==> src/rtl/odometer_seq_ctrl_stacked.sv <==
// Stacked odometer measurement sequencer: scan in control + window, strobe the
// control latch, settle, then open the measurement window and flag completion.
module odometer_seq_ctrl_stacked #(
  parameter int CTRL_W     = 5,
  parameter int WIN_W      = 16,
  parameter int LOAD_HIGH  = 2,
  parameter int SETTLE_CYC = 4
) (
  input  logic              SCAN_CLK,
  input  logic              RESET,
  input  logic              SCAN_IN,
  input  logic              SCAN_EN,
  input  logic              START,
  input  logic              ABORT,
  output logic [0:CTRL_W-1] CTRL_IN,
  output logic              LOAD,
  output logic              MEAS_EN,
  output logic              BUSY,
  output logic              DONE
);
  localparam int SR_W    = CTRL_W + WIN_W;
  localparam int CNT_MAX = (LOAD_HIGH > SETTLE_CYC) ? LOAD_HIGH : SETTLE_CYC;
  localparam int CNT_W   = (CNT_MAX > 1) ? $clog2(CNT_MAX) : 1;

  typedef enum logic [2:0] {IDLE, SETUP, LOADH, SETTLE, MEAS} state_t;

  state_t            state_q, state_d;
  // MSB of sr_q is the first-shifted bit, so CTRL sits in the top CTRL_W bits
  logic [SR_W-1:0]   sr_q, sr_d;
  logic [CTRL_W-1:0] ctrl_q, ctrl_d;
  logic [WIN_W-1:0]  win_q, win_d;
  logic [CNT_W-1:0]  cnt_q, cnt_d;
  logic              load_q, load_d;
  logic              meas_q, meas_d;
  logic              busy_q, busy_d;
  logic              done_q, done_d;

  always_ff @(posedge SCAN_CLK) begin
    if (RESET) begin
      state_q <= IDLE;
      sr_q    <= '0;
      ctrl_q  <= '0;
      win_q   <= '0;
      cnt_q   <= '0;
      load_q  <= 1'b0;
      meas_q  <= 1'b0;
      busy_q  <= 1'b0;
      done_q  <= 1'b0;
    end else begin
      state_q <= state_d;
      sr_q    <= sr_d;
      ctrl_q  <= ctrl_d;
      win_q   <= win_d;
      cnt_q   <= cnt_d;
      load_q  <= load_d;
      meas_q  <= meas_d;
      busy_q  <= busy_d;
      done_q  <= done_d;
    end
  end

  always_comb begin
    state_d = state_q;
    sr_d    = sr_q;
    ctrl_d  = ctrl_q;
    win_d   = win_q;
    cnt_d   = cnt_q;
    load_d  = load_q;
    meas_d  = meas_q;
    busy_d  = busy_q;
    done_d  = done_q;
    if (state_q != IDLE && ABORT) begin
      // staged control word is deliberately left on CTRL_IN
      state_d = IDLE;
      load_d  = 1'b0;
      meas_d  = 1'b0;
      busy_d  = 1'b0;
    end else begin
      case (state_q)
        IDLE: begin
          if (START) begin
            ctrl_d  = sr_q[SR_W-1 -: CTRL_W];
            win_d   = sr_q[WIN_W-1:0];
            done_d  = 1'b0;
            busy_d  = 1'b1;
            state_d = SETUP;
          end else if (SCAN_EN) begin
            sr_d = {sr_q[SR_W-2:0], SCAN_IN};
          end
        end
        SETUP: begin
          load_d  = 1'b1;
          cnt_d   = CNT_W'(LOAD_HIGH - 1);
          state_d = LOADH;
        end
        LOADH: begin
          if (cnt_q == '0) begin
            load_d  = 1'b0;
            cnt_d   = CNT_W'(SETTLE_CYC - 1);
            state_d = SETTLE;
          end else begin
            cnt_d = cnt_q - 1'b1;
          end
        end
        SETTLE: begin
          if (cnt_q != '0) begin
            cnt_d = cnt_q - 1'b1;
          end else if (win_q != '0) begin
            meas_d  = 1'b1;
            state_d = MEAS;
          end else begin
            done_d  = 1'b1;
            busy_d  = 1'b0;
            state_d = IDLE;
          end
        end
        MEAS: begin
          win_d = win_q - 1'b1;
          if (win_q == WIN_W'(1)) begin
            meas_d  = 1'b0;
            done_d  = 1'b1;
            busy_d  = 1'b0;
            state_d = IDLE;
          end
        end
        default: state_d = IDLE;
      endcase
    end
  end

  assign CTRL_IN = ctrl_q;
  assign LOAD    = load_q;
  assign MEAS_EN = meas_q;
  assign BUSY    = busy_q;
  assign DONE    = done_q;
endmodule

==> config.mk <==
export PLATFORM = sky130hd
export DESIGN_NAME = odometer_seq_ctrl_stacked
export DESIGN_NICKNAME = d
export VERILOG_FILES = /design/src/rtl/odometer_seq_ctrl_stacked.sv
export SDC_FILE = /design/constraint.sdc
export NUM_CORES = 1
export LEC_CHECK = 0
export CORE_MARGIN = 2
export CORE_UTILIZATION = 53
export DETAILED_ROUTE_END_ITERATION = 6
export PLACE_DENSITY = 0.75
export SKIP_LAST_GASP = 1
export SLEW_MARGIN = 20
export SYNTH_ARGS = -nofsm -noshare
export SYNTH_HDL_FRONTEND = slang
export SYNTH_SLANG_ARGS = --single-unit
==> constraint.sdc <==
create_clock -name SCAN_CLK -period 1.6 [get_ports SCAN_CLK]
set_input_delay 0.16 -clock SCAN_CLK [delete_from_list [all_inputs] [get_ports SCAN_CLK]]
set_output_delay 0.16 -clock SCAN_CLK [all_outputs]
set_load 0.005 [all_outputs]
### Word-level counts from Yosys, hierarchy flattened

Cells that the tools add are included.

* bits in registers: 51
* bits of input ports: 6
* word-level logic and storage cells: 72

* add/sub/neg operators: 2
* eq/ne operators: 12
* multiplexer cells: 26
* bitwise operators: 2
* reduce and logical (&&, ||, !) cells: 21

Operators by type and width (count)
* 16-bit case mux with 2 select lines: 1
* 16-bit by 1-bit equality test with 1-bit output (second input constant): 1
* 16-bit 2-to-1 mux: 1
* 16-bit nonzero test: 1
* 16-bit by 1-bit subtractor with 16-bit output (second input constant): 1
* 3-bit 2-to-1 mux: 5
* 3-bit case mux with 5 select lines: 1
* 2-bit != test (second input constant): 7
* 4-bit AND reduction: 3
* 1-bit 2-to-1 mux: 11
* 3-bit AND reduction: 3
* 3-bit nonzero test: 3
* 2-bit nonzero test: 4
* 3-bit by 2-bit equality test with 1-bit output (second input constant): 2
* 1-bit case mux with 3 select lines: 2
* 2-bit case mux with 3 select lines: 1
* 6-bit AND reduction: 1
* 5-bit AND reduction: 1
* 2-bit 2-to-1 mux: 2
* 1-bit case mux with 2 select lines: 2
* 3-bit by 1-bit equality test with 1-bit output (second input constant): 1
* 3-bit equality test (second input constant): 1
* 3-bit logical NOT: 1
* 2-bit logical NOT: 1
* 5 further kinds: 6

### Depth between registers and ports, before layout

Gate-level depths: netlist (run 1).

* word-level depth: 4
* gate-level depth with buffers: 7
* depth with buffers taken out: 6

### Worst setup path before layout (run 1)

OpenSTA, ideal clock, no wires.

* path type: register -> register
* from: register win_q[3]
* to: register win_q[13]
* setup time: 135 ps
* data arrival time: 1598 ps
* data required time: 1465 ps
* slack: -133 ps
* cell stages (with the launch flop): 5
* path buffers: 0
* cell sequence: dfxtp_1 > or4_4 > or3_4 > o311ai_2 > o211ai_1

* cells in the longest elaborated chain, start to end: 2

RTL lines
* start: declaration: line 31 `logic [WIN_W-1:0] win_q, win_d;`
* start signal: assignment: line 53 `win_q <= win_d;`
* 16-bit by 1-bit subtractor with 16-bit output: line 118 `win_d = win_q - 1'b1;`
* 16-bit case mux with 2 select lines: line 79 `case (state_q)`

Every way passes these cells.
A chain may end at the register's enable or synchronous reset.

### Worst setup path after layout (run 1)

* from: register win_q[6]
* to: register win_q[13]

Same word-level chain as after synthesis.

==> results.sh, run 1 <==
export IMPL_internal_power_w=0.00237
export IMPL_grt_overflow_total=0
export IMPL_p_per_area_nw_per_um2=987
export IMPL_diodes=0
export IMPL_cp_start_kind="register"
export IMPL_netlist_area_um2=2580
export IMPL_dieHeight_um=73.8
export IMPL_synth_ff_type="dfxtp_1"
export IMPL_die_area_um2=5440
export IMPL_dp_cells=436
export IMPL_drv_slew=0
export IMPL_final_cells=448
export IMPL_routedWlPerCell_um=16.0
export IMPL_dr_pass1_iters=5
export IMPL_status="complete, but fails checks"
export IMPL_initial_utilization_pct=54.6
export IMPL_nets=389
export IMPL_synth_most_common_cell="nand2_1"
export IMPL_area_delta_synth_final_pct=34.1
export IMPL_violations="negative setup slack"
export IMPL_seq_area_frac_synth_pct=39.6
export IMPL_synth_distinct_cells=52
export IMPL_hold_ws_ns=0.227
export IMPL_ff2ff_path_depth=4
export IMPL_clk_path_buf_depth=2
export IMPL_endpoint="win_q[13]"
export IMPL_grt_pass1_vias=2409
export IMPL_drc=0
export IMPL_startpoint="win_q[6]"
export IMPL_hold_viol=0
export IMPL_grt_usage_pct=26.8
export IMPL_fin_crit_ns=1.73
export IMPL_ctsHtreeMaxLevel=2
export IMPL_setup_violations=4
export IMPL_design_core_area_um2=4720
export IMPL_sw_frac_of_total_pct=30.7
export IMPL_yosysWarnings=0
export IMPL_rows=25
export IMPL_hpwl_um=4750
export IMPL_worst_ep_required_time_ns=1.79
export IMPL_reg2reg_to="win_q[13]"
export IMPL_combPwrFrac_pct=32.0
export IMPL_dieWidth_um=73.8
export IMPL_cts_made_buffers=5
export IMPL_clock_skew_ns=0.00792
export IMPL_grt_max_degree=27
export IMPL_clk_latency_ns=0.31
export IMPL_final_util_pct=73.2
export IMPL_synth_cells=326
export IMPL_maxCapViolCount=0
export IMPL_final_setup_worst_slack_ns=-0.134
export IMPL_critical_path_class="register to register"
export IMPL_fin_area_um2=3460
export IMPL_drt_initial_drc_count=260
export IMPL_cts_reportedPaths_clkPinSlew_ns=0.10
export IMPL_relSlewSlack_pct=71.4
export IMPL_rsz0062_at_grt="yes"
export IMPL_antenna_found_initial=0
export IMPL_arrival_ns=1.92
export IMPL_synth_edf_count=0
export IMPL_place_area_um2=3140
export IMPL_vias=2637
export IMPL_layout_drive_gt1_share_pct=27.8
export IMPL_cts_sinks=51
export IMPL_setup_worst_path_end_class="register"
export IMPL_clockRootBuffer="clkbuf_8"
export IMPL_ys_ff_latch=51
export IMPL_path_max_fanout=3
export IMPL_power_total_w=0.00342
export IMPL_power_frac_seq_pct=39.9
export IMPL_post_route_period_util_pct=108
export IMPL_reg2reg_slack_ns=-0.13
export IMPL_p_leak_nw=1.31
export IMPL_synth_nets=335
export IMPL_fillerInstances=335
export IMPL_gp_congestion=0.892
export IMPL_ir_drop_v=0.000702
export IMPL_fmax_ghz=0.577
export IMPL_synth_commonest_cells="nand2_1, dfxtp_1, a21oi_1"
export IMPL_worst_pin_slew_ns=0.425
export IMPL_synth_area_leaders="dfxtp_1, nand2_1, a21oi_1"
export IMPL_power_frac_clock_pct=28.0
export IMPL_portBuffers=14
export IMPL_synth_top_cell_area_share_pct=39.6
export IMPL_grt_pass1_wl_um=11200
export IMPL_syn_avg_cell_area_um2=7.91
export IMPL_synth_largest_area_cell="dfxtp_1"
export IMPL_p_sw_w=0.00105
export IMPL_ios=15
export IMPL_r2r_start="win_q[6]"
export IMPL_worstHoldPathType="input pin to register"
export IMPL_wl_um=7190
export IMPL_postRouteAntennaNets=0
export IMPL_cts_hold_buffers_added=0
export IMPL_async_flop_share_pct=0
export IMPL_cts_tree="built"
export IMPL_drt_vias_per_instance=5.89
layout by cell type, fill, tap and decap left out, types with 6 or more instances in the layout:
cell and instances:
mux2i_1 12, clkbuf_8 6, nand4_1 7, inv_1 8, and2_1 7, nor2_1 20
buf_6 7, nand3_1 6, dfxtp_1 44, clkdlybuf4s50_1 13, o21ai_1 10, nor3_1 6
nand2_1 54, a21oi_1 38, buf_4 48
routing by layer:
layer | GRT usage [%] | routed length [um] | vias to the layer above
met5 | 0 | 0 | -
met4 | 8.28 | 200 | 0
met3 | 5.90 | 417 | 25
met2 | 43.8 | 3350 | 107
met1 | 35.1 | 3220 | 1239
li1 | - | - | 1266
registers in the layout, summed over array words and instances, names as in the netlist:
signal / cells
state_q: 3
LOAD: 1
BUSY: 1
CTRL_IN: 5
cnt_q: 2
sr_q: 21
DONE: 1
MEAS_EN: 1
win_q: 16
per-stage QoR:
step,worst slack [ns],setup TNS [ns]
final,-0.134,-0.476
after global routing,-0.165,-0.805
after CTS,-0.114,-0.257
after detailed placement,-0.202,-2.50
after global placement,-0.157,-1.70
after floorplan,-0.0488,-0.150
cell families after synthesis:
logic type                 share of synthesized area (%)
adders and majority gates                           1.46
AOI/OAI and AO/OA                                   21.3
and+or+nand+nor                                     27.9
muxes                                               4.66
DFF                                                 39.6
buffers and inverters                               5.14
worst min-delay path by stage:
stage,slack [ns],endpoint,depth (start not counted),from
4_1_cts,0.20,win_q[14],2,RESET
2_1_floorplan,0.30,sr_q[0],2,SCAN_IN
3_5_place_dp,0.46,sr_q[11],2,sr_q[11]
5_1_grt,0.22,win_q[14],2,RESET
3_3_place_gp,0.45,sr_q[20],2,sr_q[20]
6_report,0.23,win_q[14],2,RESET
final cells by class:
cell class                 count  area [um2]  area share, %
inverter                       9        33.8          0.976
clock inverter                 2        38.8           1.12
tap                           67        83.8           2.42
clock buffer                   6        82.6           2.39
timing repair buffer          71         614           17.8
sequential                    51        1030           29.9
multi-input combinational    242        1570           45.4
power groups by stage:
stage / clock network (W) / logic (W) / registers [W]
after floorplan: 0 / 0.000533 / 0.00138
after global placement: 0 / 0.000896 / 0.00138
after detailed placement: 0 / 0.000912 / 0.00138
after CTS: 0.000977 / 0.000946 / 0.00135
after global routing: 0.00102 / 0.00115 / 0.00137
final: 0.000958 / 0.00109 / 0.00136
critical path: stages, from the launching register on:
cell and delay (ns):
dfxtp_2 0.33, or4_4 0.56, or3_4 0.38, o311ai_4 0.22, o211ai_1 0.12
timing repair:
item / CTS / global route
setup endpoints to repair: 9 / 33
buffers inserted: 1 / 3
pin swaps: 5 / 9
endpoints found under the hold margin: 0 / 0
resized for setup: 9 / 39
Power figures use the tool's default switching activity.
==> run 2: changes to the inputs <==
- HOLD_SLACK_MARGIN: not set -> 0.05
==> results of run 2 <==
No change in the layout: final DEF, timing and power equal those of run 1.
